<file path="src/rtl/mem_pkg.sv">
// Shared memory-side definitions used by the Wishbone interface blocks.
// Provides bus widths and the access-size enum (eDW_*) carried on the bus.
package mem_pkg;

    localparam int unsigned ADDR_W = 32;
    localparam int unsigned DATA_W = 32;

    typedef enum logic [1:0] {
        eDW_BYTE = 2'd0,
        eDW_HALF = 2'd1,
        eDW_WORD = 2'd2
    } data_width_t;

endpackage

</file>
<file path="src/rtl/wb_arb_pkg.sv">
// Types and constants for the two-requester Wishbone memory arbiter.
package wb_arb_pkg;

    localparam int unsigned TIMEOUT_W = 8;

    typedef enum logic [1:0] {
        IDLE  = 2'd0,
        GNT_I = 2'd1,
        GNT_D = 2'd2
    } arb_state_t;

    typedef enum logic {
        OWN_INSTR = 1'b0,
        OWN_DATA  = 1'b1
    } arb_owner_t;

    // One-hot {data, instr} view of an arbiter state.
    function automatic logic [1:0] grant_onehot(input arb_state_t s);
        logic [1:0] g;
        g = 2'b00;
        if (s == GNT_I) g = 2'b01;
        if (s == GNT_D) g = 2'b10;
        return g;
    endfunction

endpackage

</file>
<file path="src/rtl/wishbone_if.sv">
// Classic Wishbone bus bundle between a master and a slave.
//   master: drives cyc/stb/we/addr/data_write/width, receives data_read/ack
//   slave : the mirror image
interface WISHBONE_IF;
    import mem_pkg::*;

    logic                cyc;
    logic                stb;
    logic                we;
    logic [ADDR_W-1:0]   addr;
    logic [DATA_W-1:0]   data_write;
    logic [DATA_W-1:0]   data_read;
    data_width_t         width;
    logic                ack;

    modport master (
        output cyc, stb, we, addr, data_write, width,
        input  data_read, ack
    );

    modport slave (
        input  cyc, stb, we, addr, data_write, width,
        output data_read, ack
    );
endinterface

</file>
<file path="src/rtl/wb_arb_select.sv">
// Combinational two-way grant decision for the memory arbiter.
//   req_i, req_d   : pending instruction / data requests
//   last_grant     : owner of the most recent completed (or timed-out) cycle
//   gnt_valid_c    : at least one request present
//   gnt_owner_c    : chosen owner (valid only with gnt_valid_c)
// ROUND_ROBIN=1 alternates on contention, 0 gives data fixed priority.
module wb_arb_select
    import wb_arb_pkg::*;
#(
    parameter int unsigned ROUND_ROBIN = 1
) (
    input  logic       req_i,
    input  logic       req_d,
    input  arb_owner_t last_grant,
    output logic       gnt_valid_c,
    output arb_owner_t gnt_owner_c
);

    always_comb begin
        gnt_valid_c = req_i | req_d;
        gnt_owner_c = OWN_INSTR;
        if (req_i && req_d) begin
            if (ROUND_ROBIN != 0) begin
                gnt_owner_c = (last_grant == OWN_INSTR) ? OWN_DATA : OWN_INSTR;
            end else begin
                gnt_owner_c = OWN_DATA;
            end
        end else if (req_d) begin
            gnt_owner_c = OWN_DATA;
        end
    end

endmodule

</file>
<file path="src/rtl/wb_mem_arbiter.sv">
// Shares one downstream memory Wishbone port between the instruction-fetch
// and data masters. A grant covers a whole bus cycle: it is taken in IDLE
// (one arbitration cycle) and held until ack or until the owner drops cyc.
//   clk, rst  : clock, asynchronous active-high reset
//   imem_wb   : instruction requester (read-only, its we is ignored)
//   dmem_wb   : data requester
//   mem_wb    : shared memory port, driven combinationally from the owner
//   oGrant    : registered one-hot owner {data, instr}, 00 when idle
//   oTimeout  : one-cycle pulse after a forced release
// Optional build macro WB_ARB_TIMEOUT_EN adds a watchdog that releases a
// grant after TIMEOUT_CYCLES granted cycles without ack.
module wb_mem_arbiter #(
    parameter int unsigned ROUND_ROBIN    = 1,
    parameter int unsigned TIMEOUT_CYCLES = 255
) (
    input  logic       clk,
    input  logic       rst,
    WISHBONE_IF.slave  imem_wb,
    WISHBONE_IF.slave  dmem_wb,
    WISHBONE_IF.master mem_wb,
    output logic [1:0] oGrant,
    output logic       oTimeout
);
    import wb_arb_pkg::*;
    import mem_pkg::*;

    arb_state_t state;
    arb_state_t state_nxt;
    arb_owner_t last_grant;
    arb_owner_t last_grant_nxt;

    logic       req_i;
    logic       req_d;
    logic       sel_valid;
    arb_owner_t sel_owner;
    logic       granted;
    logic       owner_cyc;
    arb_owner_t cur_owner;
    logic       timeout_fire_c;

    assign req_i     = imem_wb.cyc & imem_wb.stb;
    assign req_d     = dmem_wb.cyc & dmem_wb.stb;
    assign granted   = (state != IDLE);
    assign cur_owner = (state == GNT_D) ? OWN_DATA : OWN_INSTR;
    assign owner_cyc = (state == GNT_D) ? dmem_wb.cyc : imem_wb.cyc;

    wb_arb_select #(
        .ROUND_ROBIN (ROUND_ROBIN)
    ) u_select (
        .req_i       (req_i),
        .req_d       (req_d),
        .last_grant  (last_grant),
        .gnt_valid_c (sel_valid),
        .gnt_owner_c (sel_owner)
    );

`ifdef WB_ARB_TIMEOUT_EN
    localparam logic [TIMEOUT_W-1:0] TIMEOUT_LAST = TIMEOUT_W'(TIMEOUT_CYCLES - 1);

    logic [TIMEOUT_W-1:0] wait_cnt;

    // Granted cycles without ack; IDLE always precedes a grant, so clearing here
    // restarts the count for every new owner.
    always_ff @(posedge clk or posedge rst) begin
        if (rst) begin
            wait_cnt <= '0;
        end else if (state == IDLE) begin
            wait_cnt <= '0;
        end else if (!mem_wb.ack) begin
            wait_cnt <= wait_cnt + TIMEOUT_W'(1);
        end
    end

    // Ack and abort both take precedence over the watchdog.
    assign timeout_fire_c = granted && owner_cyc && !mem_wb.ack && (wait_cnt == TIMEOUT_LAST);
`else
    // Watchdog compiled out: the grant is held until ack or abort.
    assign timeout_fire_c = 1'b0 & (TIMEOUT_CYCLES == 0);
`endif

    // State, last owner and registered status outputs.
    always_ff @(posedge clk or posedge rst) begin
        if (rst) begin
            state      <= IDLE;
            last_grant <= OWN_INSTR;
            oGrant     <= 2'b00;
            oTimeout   <= 1'b0;
        end else begin
            state      <= state_nxt;
            last_grant <= last_grant_nxt;
            oGrant     <= grant_onehot(state_nxt);
            oTimeout   <= timeout_fire_c;
        end
    end

    // Next-state: arbitrate in IDLE, release on ack, abort or watchdog.
    always_comb begin
        state_nxt      = state;
        last_grant_nxt = last_grant;
        unique case (state)
            IDLE: begin
                if (sel_valid) begin
                    state_nxt = (sel_owner == OWN_DATA) ? GNT_D : GNT_I;
                end
            end
            GNT_I, GNT_D: begin
                if (mem_wb.ack) begin
                    state_nxt      = IDLE;
                    last_grant_nxt = cur_owner;
                end else if (!owner_cyc) begin
                    state_nxt = IDLE;
                end else if (timeout_fire_c) begin
                    // Hand the next contended arbitration to the other master.
                    state_nxt      = IDLE;
                    last_grant_nxt = cur_owner;
                end
            end
            default: state_nxt = IDLE;
        endcase
    end

    // Route the owner onto the memory port; ack returns to the owner only.
    always_comb begin
        mem_wb.cyc         = 1'b0;
        mem_wb.stb         = 1'b0;
        mem_wb.we          = 1'b0;
        mem_wb.addr        = '0;
        mem_wb.data_write  = '0;
        mem_wb.width       = eDW_WORD;
        imem_wb.ack        = 1'b0;
        dmem_wb.ack        = 1'b0;
        imem_wb.data_read  = mem_wb.data_read;
        dmem_wb.data_read  = mem_wb.data_read;
        unique case (state)
            GNT_I: begin
                mem_wb.cyc        = imem_wb.cyc;
                mem_wb.stb        = imem_wb.stb;
                mem_wb.addr       = imem_wb.addr;
                mem_wb.data_write = imem_wb.data_write;
                mem_wb.width      = imem_wb.width;
                imem_wb.ack       = mem_wb.ack;
            end
            GNT_D: begin
                mem_wb.cyc        = dmem_wb.cyc;
                mem_wb.stb        = dmem_wb.stb;
                mem_wb.we         = dmem_wb.we;
                mem_wb.addr       = dmem_wb.addr;
                mem_wb.data_write = dmem_wb.data_write;
                mem_wb.width      = dmem_wb.width;
                dmem_wb.ack       = mem_wb.ack;
            end
            default: ;
        endcase
    end

endmodule

</file>
<file path="src/flat_wrapper.sv">
// flat-port wrapper written by rule: the top's interface ports become plain ports
module wb_mem_arbiter_flat import wb_arb_pkg::*; import mem_pkg::*;
#(
    parameter int unsigned ROUND_ROBIN    = 1,
    parameter int unsigned TIMEOUT_CYCLES = 255
)
  (clk, rst, oGrant, oTimeout, imem_wb_cyc, imem_wb_stb, imem_wb_we, imem_wb_addr, imem_wb_data_write, imem_wb_width, imem_wb_data_read, imem_wb_ack, dmem_wb_cyc, dmem_wb_stb, dmem_wb_we, dmem_wb_addr, dmem_wb_data_write, dmem_wb_width, dmem_wb_data_read, dmem_wb_ack, mem_wb_cyc, mem_wb_stb, mem_wb_we, mem_wb_addr, mem_wb_data_write, mem_wb_width, mem_wb_data_read, mem_wb_ack);
  WISHBONE_IF imem_wb_i ();
  WISHBONE_IF dmem_wb_i ();
  WISHBONE_IF mem_wb_i ();
  input  logic clk;
  input  logic rst;
  output logic [1:0] oGrant;
  output logic oTimeout;
  input wire logic [$bits(imem_wb_i.cyc)-1:0] imem_wb_cyc;
  input wire logic [$bits(imem_wb_i.stb)-1:0] imem_wb_stb;
  input wire logic [$bits(imem_wb_i.we)-1:0] imem_wb_we;
  input wire logic [$bits(imem_wb_i.addr)-1:0] imem_wb_addr;
  input wire logic [$bits(imem_wb_i.data_write)-1:0] imem_wb_data_write;
  input wire logic [$bits(imem_wb_i.width)-1:0] imem_wb_width;
  output wire logic [$bits(imem_wb_i.data_read)-1:0] imem_wb_data_read;
  output wire logic [$bits(imem_wb_i.ack)-1:0] imem_wb_ack;
  input wire logic [$bits(dmem_wb_i.cyc)-1:0] dmem_wb_cyc;
  input wire logic [$bits(dmem_wb_i.stb)-1:0] dmem_wb_stb;
  input wire logic [$bits(dmem_wb_i.we)-1:0] dmem_wb_we;
  input wire logic [$bits(dmem_wb_i.addr)-1:0] dmem_wb_addr;
  input wire logic [$bits(dmem_wb_i.data_write)-1:0] dmem_wb_data_write;
  input wire logic [$bits(dmem_wb_i.width)-1:0] dmem_wb_width;
  output wire logic [$bits(dmem_wb_i.data_read)-1:0] dmem_wb_data_read;
  output wire logic [$bits(dmem_wb_i.ack)-1:0] dmem_wb_ack;
  output wire logic [$bits(mem_wb_i.cyc)-1:0] mem_wb_cyc;
  output wire logic [$bits(mem_wb_i.stb)-1:0] mem_wb_stb;
  output wire logic [$bits(mem_wb_i.we)-1:0] mem_wb_we;
  output wire logic [$bits(mem_wb_i.addr)-1:0] mem_wb_addr;
  output wire logic [$bits(mem_wb_i.data_write)-1:0] mem_wb_data_write;
  output wire logic [$bits(mem_wb_i.width)-1:0] mem_wb_width;
  input wire logic [$bits(mem_wb_i.data_read)-1:0] mem_wb_data_read;
  input wire logic [$bits(mem_wb_i.ack)-1:0] mem_wb_ack;
  assign imem_wb_i.cyc = imem_wb_cyc;
  assign imem_wb_i.stb = imem_wb_stb;
  assign imem_wb_i.we = imem_wb_we;
  assign imem_wb_i.addr = imem_wb_addr;
  assign imem_wb_i.data_write = imem_wb_data_write;
  assign imem_wb_i.width = imem_wb_width;
  assign imem_wb_data_read = imem_wb_i.data_read;
  assign imem_wb_ack = imem_wb_i.ack;
  assign dmem_wb_i.cyc = dmem_wb_cyc;
  assign dmem_wb_i.stb = dmem_wb_stb;
  assign dmem_wb_i.we = dmem_wb_we;
  assign dmem_wb_i.addr = dmem_wb_addr;
  assign dmem_wb_i.data_write = dmem_wb_data_write;
  assign dmem_wb_i.width = dmem_wb_width;
  assign dmem_wb_data_read = dmem_wb_i.data_read;
  assign dmem_wb_ack = dmem_wb_i.ack;
  assign mem_wb_cyc = mem_wb_i.cyc;
  assign mem_wb_stb = mem_wb_i.stb;
  assign mem_wb_we = mem_wb_i.we;
  assign mem_wb_addr = mem_wb_i.addr;
  assign mem_wb_data_write = mem_wb_i.data_write;
  assign mem_wb_width = mem_wb_i.width;
  assign mem_wb_i.data_read = mem_wb_data_read;
  assign mem_wb_i.ack = mem_wb_ack;
  wb_mem_arbiter #(.ROUND_ROBIN(ROUND_ROBIN), .TIMEOUT_CYCLES(TIMEOUT_CYCLES)) u_core (.clk(clk), .rst(rst), .imem_wb(imem_wb_i), .dmem_wb(dmem_wb_i), .mem_wb(mem_wb_i), .oGrant(oGrant), .oTimeout(oTimeout));
endmodule
</file>
<file path="config.mk">
export PLATFORM = sky130hd
export DESIGN_NAME = wb_mem_arbiter_flat
export DESIGN_NICKNAME = d
export VERILOG_FILES = /design/src/rtl/mem_pkg.sv /design/src/rtl/wb_arb_pkg.sv /design/src/rtl/wishbone_if.sv /design/src/rtl/wb_arb_select.sv /design/src/rtl/wb_mem_arbiter.sv /design/src/flat_wrapper.sv
export SDC_FILE = /design/constraint.sdc
export NUM_CORES = 1
export LEC_CHECK = 0
export CAP_MARGIN = 20
export CORE_AREA = 2 2 119 121
export DETAILED_ROUTE_END_ITERATION = 7
export DIE_AREA = 0 0 121 123
export GPL_TIMING_DRIVEN = 0
export PLACE_DENSITY = 0.62
export SKIP_LAST_GASP = 1
export SYNTH_ARGS = -nofsm -noshare
export SYNTH_HDL_FRONTEND = slang
export SYNTH_HIERARCHICAL = 1
export SYNTH_SLANG_ARGS = --single-unit
</file>
<file path="constraint.sdc">
create_clock -name clk -period 2.6 [get_ports clk]
set_input_delay 0.65 -clock clk [delete_from_list [all_inputs] [get_ports clk]]
set_output_delay 0.65 -clock clk [all_outputs]
set_load 0.01 [all_outputs]
</file>
==> metrics.yaml <==
outcome: "finished with violations"
failed_checks: "setup timing"
filler_cell_count: 1428
routed_wl_um: 11200
vdd_drop_max_mv: 0.220
drtIter0Drc: 64
detail_route.wl_per_cell_um: 15.4
synth.avg_cell_area_um2: 7.25
rows: 43
synth_area_um2: 1910
ctsLongestPathBuffers: 2
grt_first_pass_wirelength_um: 15400
drt_drc_violations_left: 0
layout_worst_path_cycle_share_pct: 104
ys_top_cells_by_count: "sky130_fd_sc_hd__a22oi_1 (68), sky130_fd_sc_hd__nor2b_1 (67), sky130_fd_sc_hd__buf_4 (65)"
maximum_number_of_pins_on_one_net_before_global_route_repair: 11
yosys.cell_count.top_type: "sky130_fd_sc_hd__a22oi_1"
num_io_pins: 311
area_delta_synth_final_pct: 170
power.leakage_nw: 2.49
finClkSkew_ns: 0.00189
clock-root-buffer: "sky130_fd_sc_hd__clkbuf_16"
hpwlAfterDp_um: 9550
final_layout_size_suffix_gt1_share_pct: 19.5
worstHoldPathType: "flop to flop"
regToRegSetupSlack_ns: 0.81
nNetsFinal: 727
path_class: "flop to primary output"
yosys_warnings: 6
critPathCaptureType: "primary output"
r2r_start: "u_core/state[0]$_DFF_PP0_"
mappedNetlistNets: 441
timing.final.setup_violations: 1
clock_latency_ns: 0.22
ys_async_sr_fraction_pct: 100
start_util_pct: 14.1
hold_path_startpoint: "u_core/last_grant$_DFFE_PP0P_"
worst-endpoint-required_ns: 1.95
antenna_violating_nets_post_route: 0
synthDistinctLibCells: 26
viasPerCell: 4.02
cts_buffers: 3
synth_area_leaders: "sky130_fd_sc_hd__a22oi_1 (27%), sky130_fd_sc_hd__buf_4 (26%), sky130_fd_sc_hd__nor2b_1 (22%)"
cp_slowest_stage_delay_ns: 0.54
finish.utilization_pct: 38.0
yosys.area.top_type: "sky130_fd_sc_hd__a22oi_1"
unrepaired_setup_endpoints_after_global_routing: "true"
worst_hold_path.num_cells: 1
crit_fanout: 10
track_usage_pct: 13.2
placement.io_buffers: 276
drt_first_pass_iters: 4
design.core.area_um2: 13600
antenna_found_initial: 2
dpl-instance-area_um2: 4900
crit_slowest_cell: "sky130_fd_sc_hd__clkdlybuf4s50_1"
ys_dominant_reg_cell: "sky130_fd_sc_hd__dfrtp_1"
synth.top_cell.area_share_pct: 26.7
regToRegEndpoint: "u_core/oGrant[1]$_DFF_PP0_"
clkSlewWorstSetupHoldPaths_ns: 0.03
power_density_nw_per_um2: 617
h-tree-depth: 1
finalWorstSetupSlack_ns: -0.104
dr_total_vias: 2931
hold_viol: 0
first_global_vias: 2875
maxSlewViolCount: 0
max_freq_mhz: 370
n_antenna_cell: 0
clock_sink_count: 5
totalPowerFinal_mw: 3.19
cts_tree: "done"
synthCells: 264
stdcell_area_um2: 5170
ff2ff_path_depth: 7
synth-seq-area-share_pct: 6.54
gpl.final_weighted_congestion: 0.755
die_width_um: 121
die_h_um: 123
synth_edf_count: 0
final.min_clock_period_ns: 2.70
die_outline_area_um2: 14900
worst_hold_path.endpoint: "u_core/last_grant$_DFFE_PP0P_"
arrival_ns: 2.05
start_kind: "flop"
overflow: 0
crit_path_cell_trace: "inv_2 -> ha_4 -> buf_4 -> clkbuf_4 -> nor2b_1 -> clkdlybuf4s50_1"
ys_ff_latch: 5
cap_violations: 0
worst max-delay path by stage:
stage / cells past startpoint / endpoint / start
after detailed placement: 6 / mem_wb_addr[13] / u_core/state[0]$_DFF_PP0_
final: 6 / mem_wb_addr[22] / u_core/state[1]$_DFF_PP0_
after floorplan: 5 / mem_wb_addr[10] / u_core/state[0]$_DFF_PP0_
after global placement: 6 / mem_wb_addr[13] / u_core/state[0]$_DFF_PP0_
after CTS: 8 / mem_wb_addr[21] / u_core/state[1]$_DFF_PP0_
after global routing: 6 / mem_wb_addr[22] / u_core/state[1]$_DFF_PP0_
final cells by class:
cell class | instances | area [um2] | share of cell area, %
Buffer | 88 | 746 | 14.4
Clock buffer | 4 | 78.8 | 1.53
Inverter | 5 | 18.8 | 0.363
Multi-Input combinational cell | 166 | 1200 | 23.1
Sequential cell | 5 | 128 | 2.47
Tap cell | 180 | 225 | 4.36
Timing Repair Buffer | 281 | 2780 | 53.7
where the power goes:
group,switching (mW),internal (mW)
combinational,1.27,1.54
clock,0.0461,0.203
sequential,0.0260,0.110
total,1.34,1.85
per-stage QoR:
stage          hold WS [ns]  TNS (ns)  setup slack [ns]  cells
3_5_place_dp          0.513    -23.12            -0.663    720
2_1_floorplan         0.429         0             0.478    264
6_report              0.509    -0.104            -0.104    729
4_1_cts               0.520     -2.47            -0.168    729
3_3_place_gp          0.505    -20.95            -0.601    720
5_1_grt               0.549    -0.210            -0.210    729
cells by family after synthesis:
family	count (synthesis)	share of synthesized area [%]
buf+inv	93	31.7
simple gates	84	27.5
compound gates	74	29.6
flops	5	6.54
fa+ha+maj	4	2.62
mux	3	1.83
other cells	1	0.196
metal layers:
metal | GRT usage (%) | vias up | routed length (um)
met1 | 14.5 | 1314 | 4080
met2 | 26.2 | 189 | 5950
met3 | 3.14 | 2 | 1170
met5 | 0 | - | 0
li1 | - | 1426 | -
met4 | 1.16 | 0 | 32
registers in the layout (all words and copies together), names as in the netlist:
| signal | flops |
|---|---|
| u_core/oGrant | 2 |
| u_core/state | 2 |
| u_core/last_grant | 1 |
repair_timing:
item | in CTS | in global routing
hold buffers | 0 | 0
endpoints found under the hold margin | 0 | 0
buffers inserted | 4 | 0
setup endpoints to repair | 71 | 21
resized for setup | 115 | 24
pin swaps | 1 | 0
cloned | 1 | 0
cell usage in the layout (no fill, tap or decap), types with 2 or more instances in the layout:
cell type,instances
sky130_fd_sc_hd__nand2b_1,4
sky130_fd_sc_hd__clkbuf_8,9
sky130_fd_sc_hd__buf_8,2
sky130_fd_sc_hd__and2_1,5
sky130_fd_sc_hd__dlygate4sd2_1,50
sky130_fd_sc_hd__buf_6,3
sky130_fd_sc_hd__a22oi_1,68
sky130_fd_sc_hd__or2_1,2
sky130_fd_sc_hd__dlymetal6s2s_1,17
sky130_fd_sc_hd__clkbuf_2,5
sky130_fd_sc_hd__dfrtp_2,2
sky130_fd_sc_hd__clkbuf_16,3
sky130_fd_sc_hd__inv_1,3
sky130_fd_sc_hd__dfrtp_1,3
sky130_fd_sc_hd__buf_4,73
sky130_fd_sc_hd__ha_1,2
sky130_fd_sc_hd__nand2_1,3
sky130_fd_sc_hd__clkdlybuf4s50_1,206
sky130_fd_sc_hd__inv_2,2
sky130_fd_sc_hd__nor2b_1,67
worst max-delay path, delay by kind of cell, from the launching register on:
kind                     cells  cell delay [ns]
AND/OR/NAND/NOR              1             0.15
buffers and inverters        4             0.94
adder cells (fa/ha/maj)      1             0.33
flip-flops                   1             0.41
Power figures use the tool's default switching activity.
